$ cat src/rtl/time_set_controller.sv
// Time-set front end: synchronizes and debounces the minute/hour buttons, generates
// auto-repeat set pulses and a minute tick, and arbitrates them onto three exclusive pulses.
module time_set_controller #(
   parameter int TICK_DIV        = 60,
   parameter int DEBOUNCE_CYCLES = 4,
   parameter int REPEAT_DELAY    = 16,
   parameter int REPEAT_PERIOD   = 4
) (
   input  logic Clock,
   input  logic nReset,
   input  logic MinButton,
   input  logic HourButton,
   output logic Tick,
   output logic SyncMinOut,
   output logic SyncHourOut,
   output logic Setting
);

   localparam int DBW = $clog2(DEBOUNCE_CYCLES + 1);
   localparam int RTW = $clog2(((REPEAT_DELAY > REPEAT_PERIOD) ? REPEAT_DELAY : REPEAT_PERIOD) + 1);
   localparam int PSW = $clog2(TICK_DIV);

   typedef enum logic [2:0] {
      ST_IDLE          = 3'd0,
      ST_DEB_PRESS     = 3'd1,
      ST_HELD_DELAY    = 3'd2,
      ST_REPEAT        = 3'd3,
      ST_DEB_RELEASE   = 3'd4
   } state_t;

   // Index 0 is the minute button, index 1 the hour button.
   logic [1:0]     r_sync1;
   logic [1:0]     r_sync2;
   state_t         r_state   [2];
   logic [1:0]     r_ret_rep;
   logic [DBW-1:0] r_dcnt    [2];
   logic [RTW-1:0] r_rtimer  [2];
   logic [PSW-1:0] r_presc;
   logic           r_pend_hour;
   logic           r_pend_tick;

   logic [1:0]     w_req;
   logic           w_wrap;
   logic           w_min;
   logic           w_hour_any;
   logic           w_tick_any;

   // Two-flop synchronizers for the raw buttons.
   always_ff @(posedge Clock or negedge nReset) begin
      if (!nReset) begin
         r_sync1 <= 2'b00;
         r_sync2 <= 2'b00;
      end else begin
         r_sync1 <= {HourButton, MinButton};
         r_sync2 <= r_sync1;
      end
   end

   // Pulse requests are raised on the edge at which each FSM reaches its count.
   always_comb begin
      w_req = 2'b00;
      for (int b = 0; b < 2; b++) begin
         case (r_state[b])
            ST_DEB_PRESS:  w_req[b] = r_sync2[b] && (r_dcnt[b] == DBW'(DEBOUNCE_CYCLES - 1));
            ST_HELD_DELAY: w_req[b] = r_sync2[b] && (r_rtimer[b] == RTW'(REPEAT_DELAY - 1));
            ST_REPEAT:     w_req[b] = r_sync2[b] && (r_rtimer[b] == RTW'(REPEAT_PERIOD - 1));
            default:       w_req[b] = 1'b0;
         endcase
      end
   end

   // Per-button debounce / auto-repeat FSMs.
   always_ff @(posedge Clock or negedge nReset) begin
      if (!nReset) begin
         r_ret_rep <= 2'b00;
         for (int b = 0; b < 2; b++) begin
            r_state[b]  <= ST_IDLE;
            r_dcnt[b]   <= '0;
            r_rtimer[b] <= '0;
         end
      end else begin
         for (int b = 0; b < 2; b++) begin
            case (r_state[b])
               ST_IDLE: begin
                  if (r_sync2[b]) begin
                     r_state[b] <= ST_DEB_PRESS;
                     r_dcnt[b]  <= '0;
                  end
               end
               ST_DEB_PRESS: begin
                  if (!r_sync2[b]) begin
                     r_state[b] <= ST_IDLE;
                  end else if (r_dcnt[b] == DBW'(DEBOUNCE_CYCLES - 1)) begin
                     r_state[b]  <= ST_HELD_DELAY;
                     r_rtimer[b] <= '0;
                  end else begin
                     r_dcnt[b] <= r_dcnt[b] + DBW'(1);
                  end
               end
               ST_HELD_DELAY: begin
                  // The first low sample already counts toward the release debounce.
                  if (!r_sync2[b]) begin
                     r_state[b]   <= ST_DEB_RELEASE;
                     r_ret_rep[b] <= 1'b0;
                     r_dcnt[b]    <= DBW'(1);
                  end else if (r_rtimer[b] == RTW'(REPEAT_DELAY - 1)) begin
                     r_state[b]  <= ST_REPEAT;
                     r_rtimer[b] <= '0;
                  end else begin
                     r_rtimer[b] <= r_rtimer[b] + RTW'(1);
                  end
               end
               ST_REPEAT: begin
                  if (!r_sync2[b]) begin
                     r_state[b]   <= ST_DEB_RELEASE;
                     r_ret_rep[b] <= 1'b1;
                     r_dcnt[b]    <= DBW'(1);
                  end else if (r_rtimer[b] == RTW'(REPEAT_PERIOD - 1)) begin
                     r_rtimer[b] <= '0;
                  end else begin
                     r_rtimer[b] <= r_rtimer[b] + RTW'(1);
                  end
               end
               ST_DEB_RELEASE: begin
                  // Repeat timer stays frozen here so a bounce resumes the old cadence.
                  if (r_sync2[b]) begin
                     r_state[b] <= r_ret_rep[b] ? ST_REPEAT : ST_HELD_DELAY;
                  end else if (r_dcnt[b] == DBW'(DEBOUNCE_CYCLES - 1)) begin
                     r_state[b] <= ST_IDLE;
                  end else begin
                     r_dcnt[b] <= r_dcnt[b] + DBW'(1);
                  end
               end
               default: begin
                  r_state[b] <= ST_IDLE;
               end
            endcase
         end
      end
   end

   assign w_wrap     = (r_presc == PSW'(TICK_DIV - 1));
   assign w_min      = w_req[0];
   assign w_hour_any = w_req[1] | r_pend_hour;
   assign w_tick_any = w_wrap | r_pend_tick;

   // Prescaler and priority arbiter; a minute pulse restarts the minute and drops any tick.
   always_ff @(posedge Clock or negedge nReset) begin
      if (!nReset) begin
         r_presc     <= '0;
         r_pend_hour <= 1'b0;
         r_pend_tick <= 1'b0;
         SyncMinOut  <= 1'b0;
         SyncHourOut <= 1'b0;
         Tick        <= 1'b0;
      end else begin
         if (w_min || w_wrap) begin
            r_presc <= '0;
         end else begin
            r_presc <= r_presc + PSW'(1);
         end
         SyncMinOut  <= w_min;
         SyncHourOut <= !w_min && w_hour_any;
         Tick        <= !w_min && !w_hour_any && w_tick_any;
         r_pend_hour <= w_min && w_hour_any;
         r_pend_tick <= !w_min && w_hour_any && w_tick_any;
      end
   end

   // Setting follows the FSM states directly.
   always_comb begin
      Setting = (r_state[0] != ST_IDLE) || (r_state[1] != ST_IDLE);
   end

endmodule

$ cat config.mk
export PLATFORM = sky130hd
export DESIGN_NAME = time_set_controller
export DESIGN_NICKNAME = d
export VERILOG_FILES = /design/src/rtl/time_set_controller.sv
export SDC_FILE = /design/constraint.sdc
export NUM_CORES = 1
export LEC_CHECK = 0
export CAP_MARGIN = 20
export CORE_UTILIZATION = 55
export CTS_CLUSTER_DIAMETER = 80
export DETAILED_ROUTE_END_ITERATION = 10
export GPL_TIMING_DRIVEN = 0
export PLACE_DENSITY = 0.83
export SETUP_SLACK_MARGIN = 0.3
export SYNTH_ARGS = -nofsm -noshare
export SYNTH_HDL_FRONTEND = slang
export SYNTH_SLANG_ARGS = --single-unit
$ cat constraint.sdc
create_clock -name Clock -period 5.8 [get_ports Clock]
set_input_delay 0.87 -clock Clock [delete_from_list [all_inputs] [get_ports Clock]]
set_output_delay 0.87 -clock Clock [all_outputs]
set_load 0.05 [all_outputs]
; ---- Word level (Yosys, flattened, before mapping)
; Cells that the tools add are included.
[totals]
ff_bits = 39
input_bits = 4
output_inout_bits = 4
word_cells = 152
[classes]
addsub = 5
eq_ne = 39
mux = 55
bitwise = 2
n_reduce_logical = 35
[ops]
columns = cell, n
row1 = $mux 3, 26
row2 = $mux 5, 12
row3 = $ne 2x2->1 const B, 18
row4 = $pmux 3 s5, 2
row5 = $pmux 5 s3, 2
row6 = $reduce_and 5->1, 6
row7 = $pmux 3 s4, 2
row8 = $eq 3x2->1 const B, 6
row9 = $ne 3x3->1 const B, 6
row10 = $reduce_bool 3->1, 4
row11 = $logic_and 1x1->1, 11
row12 = $add 5x1->5 const B, 2
row13 = $eq 5x2->1 const B, 2
row14 = $eq 5x4->1 const B, 2
row15 = $reduce_bool 4->1, 2
row16 = $add 3x1->3 const B, 2
row17 = $add 6x1->6 const B, 1
row18 = $eq 3x1->1 const B, 2
row19 = $eq 3x3->1 const B, 2
row20 = $eq 6x6->1 const B, 1
row21 = $logic_not 3->1, 2
row22 = $mux 1, 6
row23 = $mux 6, 1
row24 = $pmux 1 s3, 2
row25 = other kinds (7), 14

; ---- Logic depth before layout (Yosys ltp)
; Gate-level depths: netlist (run 1).
[logic_depth]
word_depth = 7
mapped_depth = 8

; ---- Worst setup path after synthesis (run 1)
; Ideal clock, no wire load.
[synth_path]
kind = register -> output
from = register r_state[4] (netlist name)
to = output Setting
t_arrival_ns = 1.075
required_ns = 4.930
slack_ns = 3.855
path_stages_with_launch = 4
n_path_buf = 1
path_cell_list = dfrtp_1 -> buf_2 -> nor2_1 -> nand3_1
[synth_between]
elab_chain_cells = 2
[synth_rtl]
columns = element, line_no
row1 = from (decl), 34  ; state_t r_state [2];
row2 = "from (signal, indexed assignment)", 127  ; r_state[b] <= r_ret_rep[b] ? ST_REPEAT : ST_HELD_DELAY;
row3 = $reduce_bool 3->1, 172  ; Setting = (r_state[0] != ST_IDLE) || (r_state[1] != ST_IDLE);
row4 = $logic_or 1x1->1, 172
row5 = to (decl), 16  ; output logic Setting
; Every way passes these cells.

; ---- Worst setup path in the final report (run 1)
; Same ends and word-level chain as after synthesis.

==> flow_summary.json, run 1 <==
{
  "drt_iter0_markers": 105,
  "vdd_ir_drop_max_v": 0.000262,
  "first_global_vias": 1482,
  "placementRows": 22,
  "ys_seq_area_share_pct": 45.4,
  "arrival_ns": 1.90,
  "clock_path_buffers": 2,
  "fin_worst_skew_ns": 0.00908,
  "htree_levels": 2,
  "cts_sinks": 39,
  "drc": 0,
  "globalRoute.totalOverflow": 0,
  "synth_edf_count": 0,
  "dpl.cell_count": 264,
  "ys_seq_elements": 39,
  "grt_max_degree": 40,
  "crit_type": "reg -> out",
  "power_density_nw_per_um2": 369,
  "worstRegToRegCells": 8,
  "diodes": 0,
  "grt_pass1_wl_um": 6410,
  "maxCapViolCount": 0,
  "period_share_pct": 47.7,
  "insertion_delay_ns": 0.29,
  "syn2layout_area_growth_pct": 9.67,
  "switchingPower_w": 0.000314,
  "stdcell_count": 271,
  "netlist_instances": 209,
  "rsz0062_at_grt": "no",
  "p_leak_nw": 1.03,
  "syn-num-nets": 224,
  "crit_path_end_kind": "primary output",
  "wl_um": 3550,
  "ctsHoldBuffers": 0,
  "coreArea_sq_um": 3720,
  "timing.rr.start": "r_rtimer[0]$_DFFE_PN0P_",
  "synth_warnings": 0,
  "route.vias.total": 1509,
  "tightest_slew_ns": 0.833,
  "nets": 238,
  "routabilityCongestion": 0.740,
  "hpwl_um": 2530,
  "antenna_found_initial": 0,
  "die_area_sq_um": 4160,
  "antenna_left": 0,
  "post-route-min-period_ns": 2.77,
  "drt_pre_antenna_iters": 4,
  "drive_above_1_share_pct": 15.2,
  "start_util_pct": 57.8,
  "pwr-share-clk_pct": 19.9,
  "routed_via_density": 5.57,
  "io_buffers": 7,
  "layout_common_cells": "dfrtp_1 (39), nor2_1 (27), inv_1 (13), nand2_1 (12)",
  "cts_root_buffer": "clkbuf_8",
  "min_from": "r_sync1[0]$_DFF_PN0_",
  "r2r_slack_ns": 3.82,
  "cts.clk_slew.worst_paths_ns": 0.07,
  "die_y_um": 64.5,
  "r2r_end": "r_rtimer[3]$_DFFE_PN0P_",
  "drv_slew": 0,
  "pwr-share-seq_pct": 44.6,
  "mappedNetlistArea_sq_um": 2150,
  "totalNegativeSetupSlack_ns": 0,
  "fillCellCount": 299,
  "die_x_um": 64.5,
  "route.detailed.wl_per_inst_um": 13.1,
  "synth_ff_type": "dfrtp_1",
  "async_reset_ff_share_pct": 100,
  "p_int_w": 0.000555,
  "combPwrFrac_pct": 35.5,
  "io_pins": 8,
  "multiInputGateArea_sq_um": 1050,
  "tritoncts": "done",
  "final_common_cell": "dfrtp_1",
  "hp-class": "reg -> reg",
  "max_freq_mhz": 362,
  "min_path_cells": 0,
  "start_kind": "flip-flop",
  "hold_viol_final": 0,
  "power_switching_share_pct": 36.1,
  "setup_viol": 0,
  "grt_use_total_pct": 20.2,
  "numCtsBuffers": 5,
  "synth.avg_cell_area_sq_um": 10.3,
  "cp.required_ns": 4.93,
  "yosysUniqueCellTypes": 50,
  "seq_area_sq_um": 976,
  "post_cts_buffers": 0,
  "status": "complete, no violations",
  "max_slew_margin_pct": 44.5,
  "min_to": "r_sync2[0]$_DFF_PN0_",
  "worstPathMaxFanout": 10,
  "post_cts_resized": 0
}
## Yosys cell counts, drive strengths merged, types with 3 or more instances
| cell | n | area share, % |
|---|---|---|
| ha | 11 | 6.4 |
| nor2 | 28 | 5.2 |
| mux2 | 3 | 1.6 |
| mux2i | 3 | 1.4 |
| a22o | 3 | 1.2 |
| buf | 9 | 3.2 |
| inv | 13 | 2.3 |
| nand2b | 7 | 3.1 |
| nand3b | 3 | 1.0 |
| dfrtp | 39 | 45 |
| o21ai | 15 | 3.7 |
| nor3 | 10 | 2.6 |
| xnor2 | 4 | 1.6 |
| nand3 | 7 | 1.6 |
| nand2 | 12 | 2.1 |
| a21oi | 6 | 1.7 |
## worst max-delay path by stage
stage	depth (start not counted)	slack (ns)	start	to
detailed placement	4	3.34	r_state[4]$_DFFE_PN0P_	Setting
CTS	4	3.01	r_state[4]$_DFFE_PN0P_	Setting
global placement	1	2.93	nReset	r_ret_rep[0]$_DFFE_PN0P_
global route	4	2.92	r_state[4]$_DFFE_PN0P_	Setting
finish	4	3.03	r_state[4]$_DFFE_PN0P_	Setting
floorplan	3	3.85	r_state[4]$_DFFE_PN0P_	Setting
## metal layers
metal	GRT usage, %	routed length [um]	up-vias
met5	0	0	-
met4	6.67	50	0
met3	5.81	102	5
met2	35.4	1800	18
met1	23.7	1600	736
li1	-	-	750
## worst max-delay path, cell delays in order (launching register included)
cell,delay (ns)
dfrtp_1,0.37
buf_2,0.19
nor2_1,0.22
nand3_1,0.12
clkdlybuf4s50_1,0.71
## cell families after synthesis
| kind of cell | count (synthesis) | share of synthesized area (%) |
|---|---|---|
| flip-flops | 39 | 45.4 |
| AND/OR/NAND/NOR | 78 | 20.2 |
| XOR/XNOR | 6 | 2.45 |
| multiplexers | 6 | 2.97 |
| buffers and inverters | 23 | 5.65 |
| AO/OA/AOI/OAI | 46 | 16.9 |
| adder cells (fa/ha/maj) | 11 | 6.41 |
## power groups by stage
| stage | registers, W | logic [W] | clock network, W |
|---|---|---|---|
| 2_1_floorplan | 0.000386 | 0.000245 | 0 |
| 3_3_place_gp | 0.000388 | 0.000302 | 0 |
| 3_5_place_dp | 0.000391 | 0.000311 | 0 |
| 4_1_cts | 0.000387 | 0.000312 | 0.000181 |
| 5_1_grt | 0.000395 | 0.000350 | 0.000193 |
| 6_report | 0.000387 | 0.000309 | 0.000173 |
## metrics by stage
step | hold slack (ns) | instance area [sq um] | utilization (%) | power [W] | setup slack [ns]
2_1_floorplan | 0.331 | 2150 | - | 0.000632 | 3.85
3_3_place_gp | 0.334 | 2280 | 61.3 | 0.000690 | 2.93
3_5_place_dp | 0.341 | 2270 | 61.2 | 0.000703 | 3.34
4_1_cts | 0.356 | 2360 | 63.4 | 0.000880 | 3.01
5_1_grt | 0.369 | 2360 | 63.4 | 0.000937 | 2.92
6_report | 0.353 | 2360 | 63.4 | 0.000869 | 3.03
## state kept, by name, summed over array words and instances, names as in the netlist, 2 cells and up
signal	flops
r_dcnt	6
r_presc	6
r_ret_rep	2
r_rtimer	10
r_state	6
r_sync1	2
r_sync2	2
## layout make-up
class                      instances  area share (%)
multi-input combinational        147            44.6
buffer                            10            3.08
inverter                          13            2.07
clock inverter                     2           0.584
timing repair buffer               7            2.76
clock buffer                       5            2.92
sequential                        39            41.4
tap                               48            2.55
Note: power is estimated with default switching activity, not from simulation.
==> inputs of run 2 (changes only) <==
==> constraint.sdc (replaced) <==
create_clock -name Clock -period 2.8 [get_ports Clock]
set_input_delay 0.42 -clock Clock [delete_from_list [all_inputs] [get_ports Clock]]
set_output_delay 0.42 -clock Clock [all_outputs]
set_load 0.05 [all_outputs]
==> results of run 2 <==
Same layout as run 1 (identical final DEF). Status: complete, no violations.
Main changes from that run: setup slack after placement 3.34 ns -> 0.790 ns; setup slack after layout 3.03 ns -> 0.484 ns; hold slack 0.353 ns -> 0.225 ns; register-to-register setup slack 3.82 ns -> 0.82 ns; total power 0.000869 W -> 0.00180 W; worst IR drop on VDD 0.000262 V -> 0.000543 V
==> inputs of run 3 (changes only) <==
--- a/config.mk
+++ b/config.mk
@@ -6,11 +6,11 @@
 export NUM_CORES = 1
 export LEC_CHECK = 0
 export CAP_MARGIN = 20
-export CORE_UTILIZATION = 55
+export CORE_UTILIZATION = 54
 export CTS_CLUSTER_DIAMETER = 80
 export DETAILED_ROUTE_END_ITERATION = 10
 export GPL_TIMING_DRIVEN = 0
-export PLACE_DENSITY = 0.83
+export PLACE_DENSITY = 0.85
 export SETUP_SLACK_MARGIN = 0.3
 export SYNTH_ARGS = -nofsm -noshare
 export SYNTH_HDL_FRONTEND = slang
==> constraint.sdc (replaced) <==
create_clock -name Clock -period 2.1 [get_ports Clock]
set_input_delay 0.315 -clock Clock [delete_from_list [all_inputs] [get_ports Clock]]
set_output_delay 0.315 -clock Clock [all_outputs]
set_load 0.05 [all_outputs]
==> flow_summary.json, run 3 (synthesis results as in run 1) <==
{
  "path_delay_family": "flip-flops",
  "tightest_slew_ns": 0.888,
  "die_area_sq_um": 4230,
  "layout_common_cells": "dfrtp_1 (39), nor2_1 (26), buf_4 (14), inv_1 (12), nand2_1 (11)",
  "postLayoutCoreUtil_pct": 68.7,
  "multiInputGateArea_sq_um": 1140,
  "clock_path_buffers": 2,
  "cts_sinks": 39,
  "placementRows": 22,
  "hold_viol_final": 0,
  "startpoint": "r_rtimer[1]$_DFFE_PN0P_",
  "critPathBufInv": 1,
  "crit_chain": "ha_2, nand3_2, inv_2, ha_4, nor2b_4, a2bb2oi_1, o2bb2ai_1, mux2_2",
  "vdd_ir_drop_max_v": 0.000810,
  "slowest_stage": "dfrtp_1",
  "grtUsageMet1_pct": 26.1,
  "power_density_nw_per_um2": 1020,
  "coreArea_sq_um": 3740,
  "arrival_ns": 1.97,
  "use_met3_pct": 4.75,
  "drc": 0,
  "htree_levels": 2,
  "cp.required_ns": 2.29,
  "post-route-min-period_ns": 1.78,
  "tritoncts": "done",
  "start_kind": "flip-flop",
  "drt_pre_antenna_iters": 4,
  "first_global_vias": 1577,
  "drive_above_1_share_pct": 26.6,
  "drv_slew": 0,
  "rsz0062_at_grt": "yes",
  "holdWs_ns": 0.135,
  "final_common_cell": "dfrtp_1",
  "grt_pass1_wl_um": 7000,
  "regMostFlops": "r_rtimer",
  "globalRoute.totalOverflow": 0,
  "hpwl_um": 2640,
  "insertion_delay_ns": 0.29,
  "routabilityCongestion": 0.802,
  "cts.clk_slew.worst_paths_ns": 0.08,
  "cts_root_buffer": "clkbuf_8",
  "io_pins": 8,
  "cpPeakStageDelay_ns": 0.39,
  "die_y_um": 65.1,
  "use_met2_pct": 38.4,
  "start_util_pct": 57.4,
  "max_slew_margin_pct": 40.8,
  "crit_type": "reg -> reg",
  "die_x_um": 65.1,
  "route.detailed.wl_per_inst_um": 14.8,
  "grt_max_degree": 40,
  "routed_via_density": 5.65,
  "hp-class": "in -> async",
  "max_freq_mhz": 561,
  "seq_area_sq_um": 976,
  "design_area_sq_um": 2570,
  "place_area_sq_um": 2280,
  "grt_use_total_pct": 21.8,
  "fin_worst_skew_ns": 0.0102,
  "wl_um": 4220,
  "fillCellCount": 299,
  "antenna_left": 0,
  "finalPower_w": 0.00263,
  "top_usage_layer": "met2",
  "setup_viol": 0,
  "diodes": 0,
  "route.vias.total": 1610,
  "drt_iter0_markers": 93,
  "maxCapViolCount": 0,
  "timing.rr.start": "r_rtimer[1]$_DFFE_PN0P_",
  "totalNegativeSetupSlack_ns": 0,
  "crit_path_end_kind": "flip-flop",
  "worstPathMaxFanout": 4,
  "antenna_found_initial": 0,
  "p_leak_nw": 1.12,
  "io_buffers": 7,
  "nets": 251,
  "status": "complete, no violations",
  "numCtsBuffers": 5,
  "period_share_pct": 84.8,
  "largest_reg_flops": 10,
  "syn2layout_area_growth_pct": 19.7
}
[run 3: cell types whose count changed in the layout (fill, tap and decap cells not counted), moves of 3 or more]
cell     delta
ha_1        -5
o21ai_0     -3
buf_4      +12
ha_4        +3
[run 3: final timing paths]
| kind | end | slack (ns) | depth (start not counted) |
|---|---|---|---|
| max in group asynchronous | r_state[3]$_DFFE_PN0P_ | 1.40 | 1 |
| min in group Clock | r_sync2[0]$_DFF_PN0_ | 0.35 | 0 |
| max | r_state[0]$_DFFE_PN0P_ | 0.32 | 8 |
| min | r_rtimer[3]$_DFFE_PN0P_ | 0.13 | 1 |
| min reg2reg | r_sync2[0]$_DFF_PN0_ | 0.35 | 0 |
| max reg2reg | r_state[0]$_DFFE_PN0P_ | 0.32 | 8 |
[run 3: metal layers]
metal,vias up,wire (um)
met4,0,62
li1,779,-
met2,37,2190
met1,787,1840
met5,-,0
met3,7,129
[run 3: per-stage QoR]
step,setup slack [ns],std cells
floorplan,0.334,209
global placement,-0.182,264
detailed placement,0.186,264
CTS,0.264,280
global route,0.217,285
finish,0.319,285
[run 3: where the power goes]
group	switching, W	total (W)	internal [W]
Clock	0.000273	0.000541	0.000268
Sequential	0.000150	0.00107	0.000922
Combinational	0.000543	0.00102	0.000474
[run 3: area by class of cell]
type | count | share of cell area, %
clock inverters | 2 | 0.633
clock buffers | 6 | 3.21
plain buffers | 10 | 2.82
flip-flops and latches | 39 | 38.0
repair buffers | 20 | 6.72
inverters | 13 | 1.90
multi-input cells | 147 | 44.4
well taps | 48 | 2.34
[run 3: timing repair]
action                                  4_1_cts  5_1_grt
endpoints found under the hold margin         0        0
hold buffers                                  0        0
setup buffers                                 8        5
gates resized for setup                      14       14
endpoints found under the setup margin       24       27
pin swaps                                     5        4
cloned                                        0        0
==> RTL change 1: new RTL, settings of run 2 <==
The output `Tick` loses its register stage (`Tick` becomes a continuous assignment).
--- a/src/rtl/time_set_controller.sv
+++ b/src/rtl/time_set_controller.sv
@@ -154,3 +154,2 @@
          SyncHourOut <= 1'b0;
-         Tick        <= 1'b0;
       end else begin
@@ -163,3 +162,2 @@
          SyncHourOut <= !w_min && w_hour_any;
-         Tick        <= !w_min && !w_hour_any && w_tick_any;
          r_pend_hour <= w_min && w_hour_any;
@@ -168,2 +166,4 @@
    end
+
+   assign Tick = !w_min && !w_hour_any && w_tick_any;
 
Check against the original RTL: no difference found for any inputs over 10 cycles, from zero or initial values and one cycle with nReset low; that may be too few to reach the edited logic, so the function may still have changed.
==> RTL change 1 against run 2 <==
  * Critical path depth is 5 higher
  * Clock skew is 0.0032 ns higher
  * Sequential cell count is 1 lower
  * Synthesized area is 1.3% lower
  * Worst setup slack worse by 0.32 ns
  * First-iteration DRC count is 25% lower
  * Cell count is 7.7% higher
  * Count of clock-buffer cells in the layout is 2 higher
  * Design area is 12% higher
  * Total power is 9.5% higher
  * Register-to-register slack worse by 0.52 ns
  * Sequential power hardly changed
  * Utilization is 7.9 points higher
  * Routed wire length is 31% higher
==> RTL change 1: results (changes against run 2) <==
| Metric | Value |
|---|---|
| Start of the worst register-to-register path | r_rtimer[1]$_DFFE_PN0P_ |
| Vias post-DR | 1,710 (+13%) |
| Met3 Track Usage GR | 6.43% (+0.62 points) |
| Ratio of cells with drive above 1 in the final layout | 28.7% (+13 points) |
| Destination of the critical timing path | Tick |
| Flop+latch power | 0.000802 W (about the same) |
| Crit path arrival time | 2.21 ns (+0.31 ns) |
| Setup clock skew after layout | 0.0123 ns (+0.00319 ns) |
| Commonest cells in the netlist | dfrtp_1 (38), nor2_1 (19), inv_1 (17), nand2_1 (17), ha_1 (11) |
| Remaining max-slew budget at the tightest pin | 43.3% (-1.2 points) |
| Met1 wire length | 2000 µm (+25%) |
| RePlAce Congestion | 0.762 (+3.1%) |
| Fin Hold WS | 0.220 ns (-0.00493 ns) |
| Ranking of synthesized cells by area | dfrtp_1 (45%), ha_1 (6.5%), nor2_1 (3.4%) |
| Critical Path Slowest Stage Cell | dfrtp_1 |
| Maximum number of pins on one net before global-route repair | 39 (-2.5%) |
| Outcome | completed |
| Peak fanout along the critical path | 2 (-8) |
| Iteration-0 DRC count of the detailed router | 79 (-25%) |
| Number of distinct library cells after synthesis | 53 (+6.0%) |
| Family with the most delay on the worst path | simple AND/OR/NAND/NOR gates |
| Capture instance of the worst register-to-register path | r_rtimer[4]$_DFFE_PN0P_ |
| Max IR drop VDD | 0.000553 V (+1.8%) |
| Share of the clock period used by the worst path after layout | 94.0% (+11 points) |
| Routed met2 length | 2320 µm (+29%) |
| Total nets after synthesis | 220 (-1.8%) |
| Vias in the first global route | 1,653 (+12%) |
| GR met2 Demand/Resource | 41.0% (+5.6 points) |
| Met1 track demand over resource | 29.4% (+5.7 points) |
| # nets final | 258 (+8.4%) |
| Seq/Total Area, Yosys | 44.8% (-0.59 points) |
-- RTL change 1: changes by cell type after synthesis, moves of 3 or more --
| cell | delta |
|---|---|
| nor3_1 | -3 |
| nor2_1 | -8 |
| inv_1 | +4 |
| a21oi_1 | +5 |
| nand2_1 | +5 |
| o21ai_0 | -3 |
| o22ai_1 | +3 |
-- RTL change 1: per-stage QoR --
| step | cells | instance area (µm²) | setup TNS (ns) |
|---|---|---|---|
| 3_3_place_gp | 260 | 2260 | -0.275 |
| 3_5_place_dp | 260 | 2250 | -0.274 |
| 5_1_grt | 292 | 2630 | 0 |
| 4_1_cts | 286 | 2490 | 0 |
| 2_1_floorplan | 205 | 2130 | 0 |
| 6_report | 292 | 2630 | 0 |
-- RTL change 1: layout make-up --
| class | count | area (µm²) | area share (%) |
|---|---|---|---|
| buffer | 9 | 78.8 | 3.00 |
| clock buffer | 7 | 86.3 | 3.28 |
| clock inverter | 1 | 5.00 | 0.190 |
| inverter | 17 | 66.3 | 2.52 |
| multi-input combinational | 141 | 1090 | 41.4 |
| sequential | 38 | 951 | 36.1 |
| tap | 48 | 60.1 | 2.28 |
| timing repair buffer | 31 | 295 | 11.2 |
-- RTL change 1: cells by family (layout without fill, tap and decap cells) --
kind of cell | count (synthesis) | in the layout | synth area share [%]
compound gates | 48 | 48 | 18.2
xor+xnor | 5 | 5 | 2.06
fa+ha+maj | 11 | 11 | 6.49
buf+inv | 26 | 65 | 6.72
flops | 38 | 38 | 44.8
mux | 6 | 6 | 3.13
simple gates | 71 | 71 | 18.6
-- RTL change 1: timing repair --
action	CTS	global route
hold buffers	0	0
endpoints found under the setup margin	1	2
buffers inserted	18	6
gates resized for setup	10	22
pin swaps	4	7
==> RTL change 2: new RTL, settings of run 2 <==
Made on the original files. Set the parameter `DEBOUNCE_CYCLES` to 2 (it was 4).
--- a/src/rtl/time_set_controller.sv
+++ b/src/rtl/time_set_controller.sv
@@ -4,3 +4,3 @@
    parameter int TICK_DIV        = 60,
-   parameter int DEBOUNCE_CYCLES = 4,
+   parameter int DEBOUNCE_CYCLES = 2,
    parameter int REPEAT_DELAY    = 16,
Formal check against the unedited RTL: not equivalent (Yosys sat finds a counterexample within 10 cycles, from zero or initial values and one cycle with nReset low).
==> RTL change 2 against run 2 <==
  * Synthesized area down 10%
  * Sequential cell count down 2
  * Worst setup slack better by 0.21 ns
  * Cell count down 4.8%
  * Design area down 9.2%
  * Sequential power down 3.6%
  * Total power up 10%
  * Sequential share of layout area up 1.9 points
  * Routed wire length down 13%
  * Register-to-register slack worse by 0.13 ns
  * Global-route usage down 0.25 points
  * First-iteration DRC count down 38%
  * Clock skew down 0.0040 ns
  * Critical path type is now reg -> reg
  * Largest power group is now combinational logic
  * Highest routed layer unchanged
==> RTL change 2: results (changes against run 2) <==
| Metric | Value |
|---|---|
| Fin Hold WS | 0.137 ns (-0.0881 ns) |
| Share of cell area taken by multi-input logic gates | 41.2% (-3.4 points) |
| Routed met2 length | 1500 µm (-17%) |
| Total Routing Usage GR | 20.0% (-0.25 points) |
| Clock transition at the registers of the reported paths | 0.12 ns (+0.05 ns) |
| Iteration-0 DRC count of the detailed router | 65 (-38%) |
| Instance count after placement with tap cells included | 250 (-5.3%) |
| Setup clock skew after layout | 0.00509 ns (-0.00399 ns) |
| Clock latency of the later-clocked register in the worst-skew pair | 0.34 ns (+0.05 ns) |
| Relative area of clock buffers and inverters in the final design | 3.92% (+0.42 points) |
| Number of distinct library cells after synthesis | 44 (-12%) |
| Vias in the first global route | 1,274 (-14%) |
| Placement Setup Slack | 0.708 ns (-0.0813 ns) |
| Seq/Total Area, Yosys | 48.0% (+2.6 points) |
| # nets final | 224 (-5.9%) |
| Met1 track demand over resource | 25.4% (+1.7 points) |
| Fraction of synthesized cell area taken by the top area cell type | 48.0% (+2.6 points) |
| Total area of sequential cells | 926 µm² (-5.1%) |
| Fin crit period | 2.11 ns (-0.206 ns) |
| Half-perimeter wire length of the detailed placement result | 2200 µm (-13%) |
| First-pass GRT wire length | 5350 µm (-16%) |
| Non-clock buffer area fraction after layout | 5.56% (-0.28 points) |
| Vias post-DR | 1,376 (-8.8%) |
| Met3 Track Usage GR | 4.41% (-1.4 points) |
| Non-clock inverter instance count of the final layout | 19 (+6) |
| Met3 wirelength from detailed routing | 59 µm (-42%) |
| Commonest cells in the netlist | dfrtp_1 (37), nor2_1 (20), inv_1 (19) |
| Lkg Pwr | 0.940 nW (-8.5%) |
| Ratio of cells with drive above 1 in the final layout | 13.2% (-2.0 points) |
| Outcome | completed |
| Peak fanout along the critical path | 4 (-6) |
| RePlAce Congestion | 0.814 (+10%) |
| Detail-routed net length per standard cell | 11.9 µm (-9.1%) |
| Max IR drop VDD | 0.000507 V (-6.6%) |
| Kind of capture point of the worst setup path | flip-flop |
| Multi-input combinational cell count | 133 (-9.5%) |
| Crit path arrival time | 2.37 ns (+0.47 ns) |
| Met1 wire length | 1450 µm (-9.4%) |
| Number of cells produced by synthesis | 197 (-5.7%) |
| Ranking of synthesized cells by area | dfrtp_1 (48%), ha_1 (5.8%), nor2_1 (3.9%) |
| GR met2 Demand/Resource | 32.0% (-3.4 points) |
| Area of all placed cells without fillers | 2140 µm² (-9.2%) |
| Total nets after synthesis | 210 (-6.3%) |
| Mean instance size in the synthesized netlist | 9.79 µm² (-4.7%) |
| Fillers | 286 (-4.3%) |
| Non-clock buffer total of the final layout | 15 (-2) |
| Maximum number of pins on one net before global-route repair | 38 (-5.0%) |
| Clock root buffer | clkbuf_4 |
| Area post-placement | 2050 µm² (-9.7%) |
[RTL change 2: report_power, final]
group	total [W]	switching, W	internal [W]	leakage [nW]
Combinational	0.000835	0.000475	0.000360	0.413
Sequential	0.000774	0.0000997	0.000674	0.486
Clock	0.000372	0.000183	0.000189	0.0414
[RTL change 2: critical path: stages, from the launching register on]
cell and delay [ns]:
dfrtp_1 0.43, ha_1 0.25, nand3_1 0.12, inv_1 0.05, ha_1 0.19, nor2b_1 0.16
a211o_1 0.28, or2_2 0.31, o31ai_1 0.23
[RTL change 2: kinds of logic (layout without fill, tap and decap cells)]
kind of cell | count (synthesis) | in the layout | synth area share [%]
adders and majority gates | 9 | 9 | 5.84
xor gates and xnor gates | 5 | 5 | 2.27
DFF | 37 | 37 | 48.0
AOI/OAI and AO/OA | 42 | 42 | 14.5
and+or+nand+nor | 71 | 71 | 19.7
muxes | 6 | 6 | 3.44
buffers and inverters | 27 | 42 | 6.35
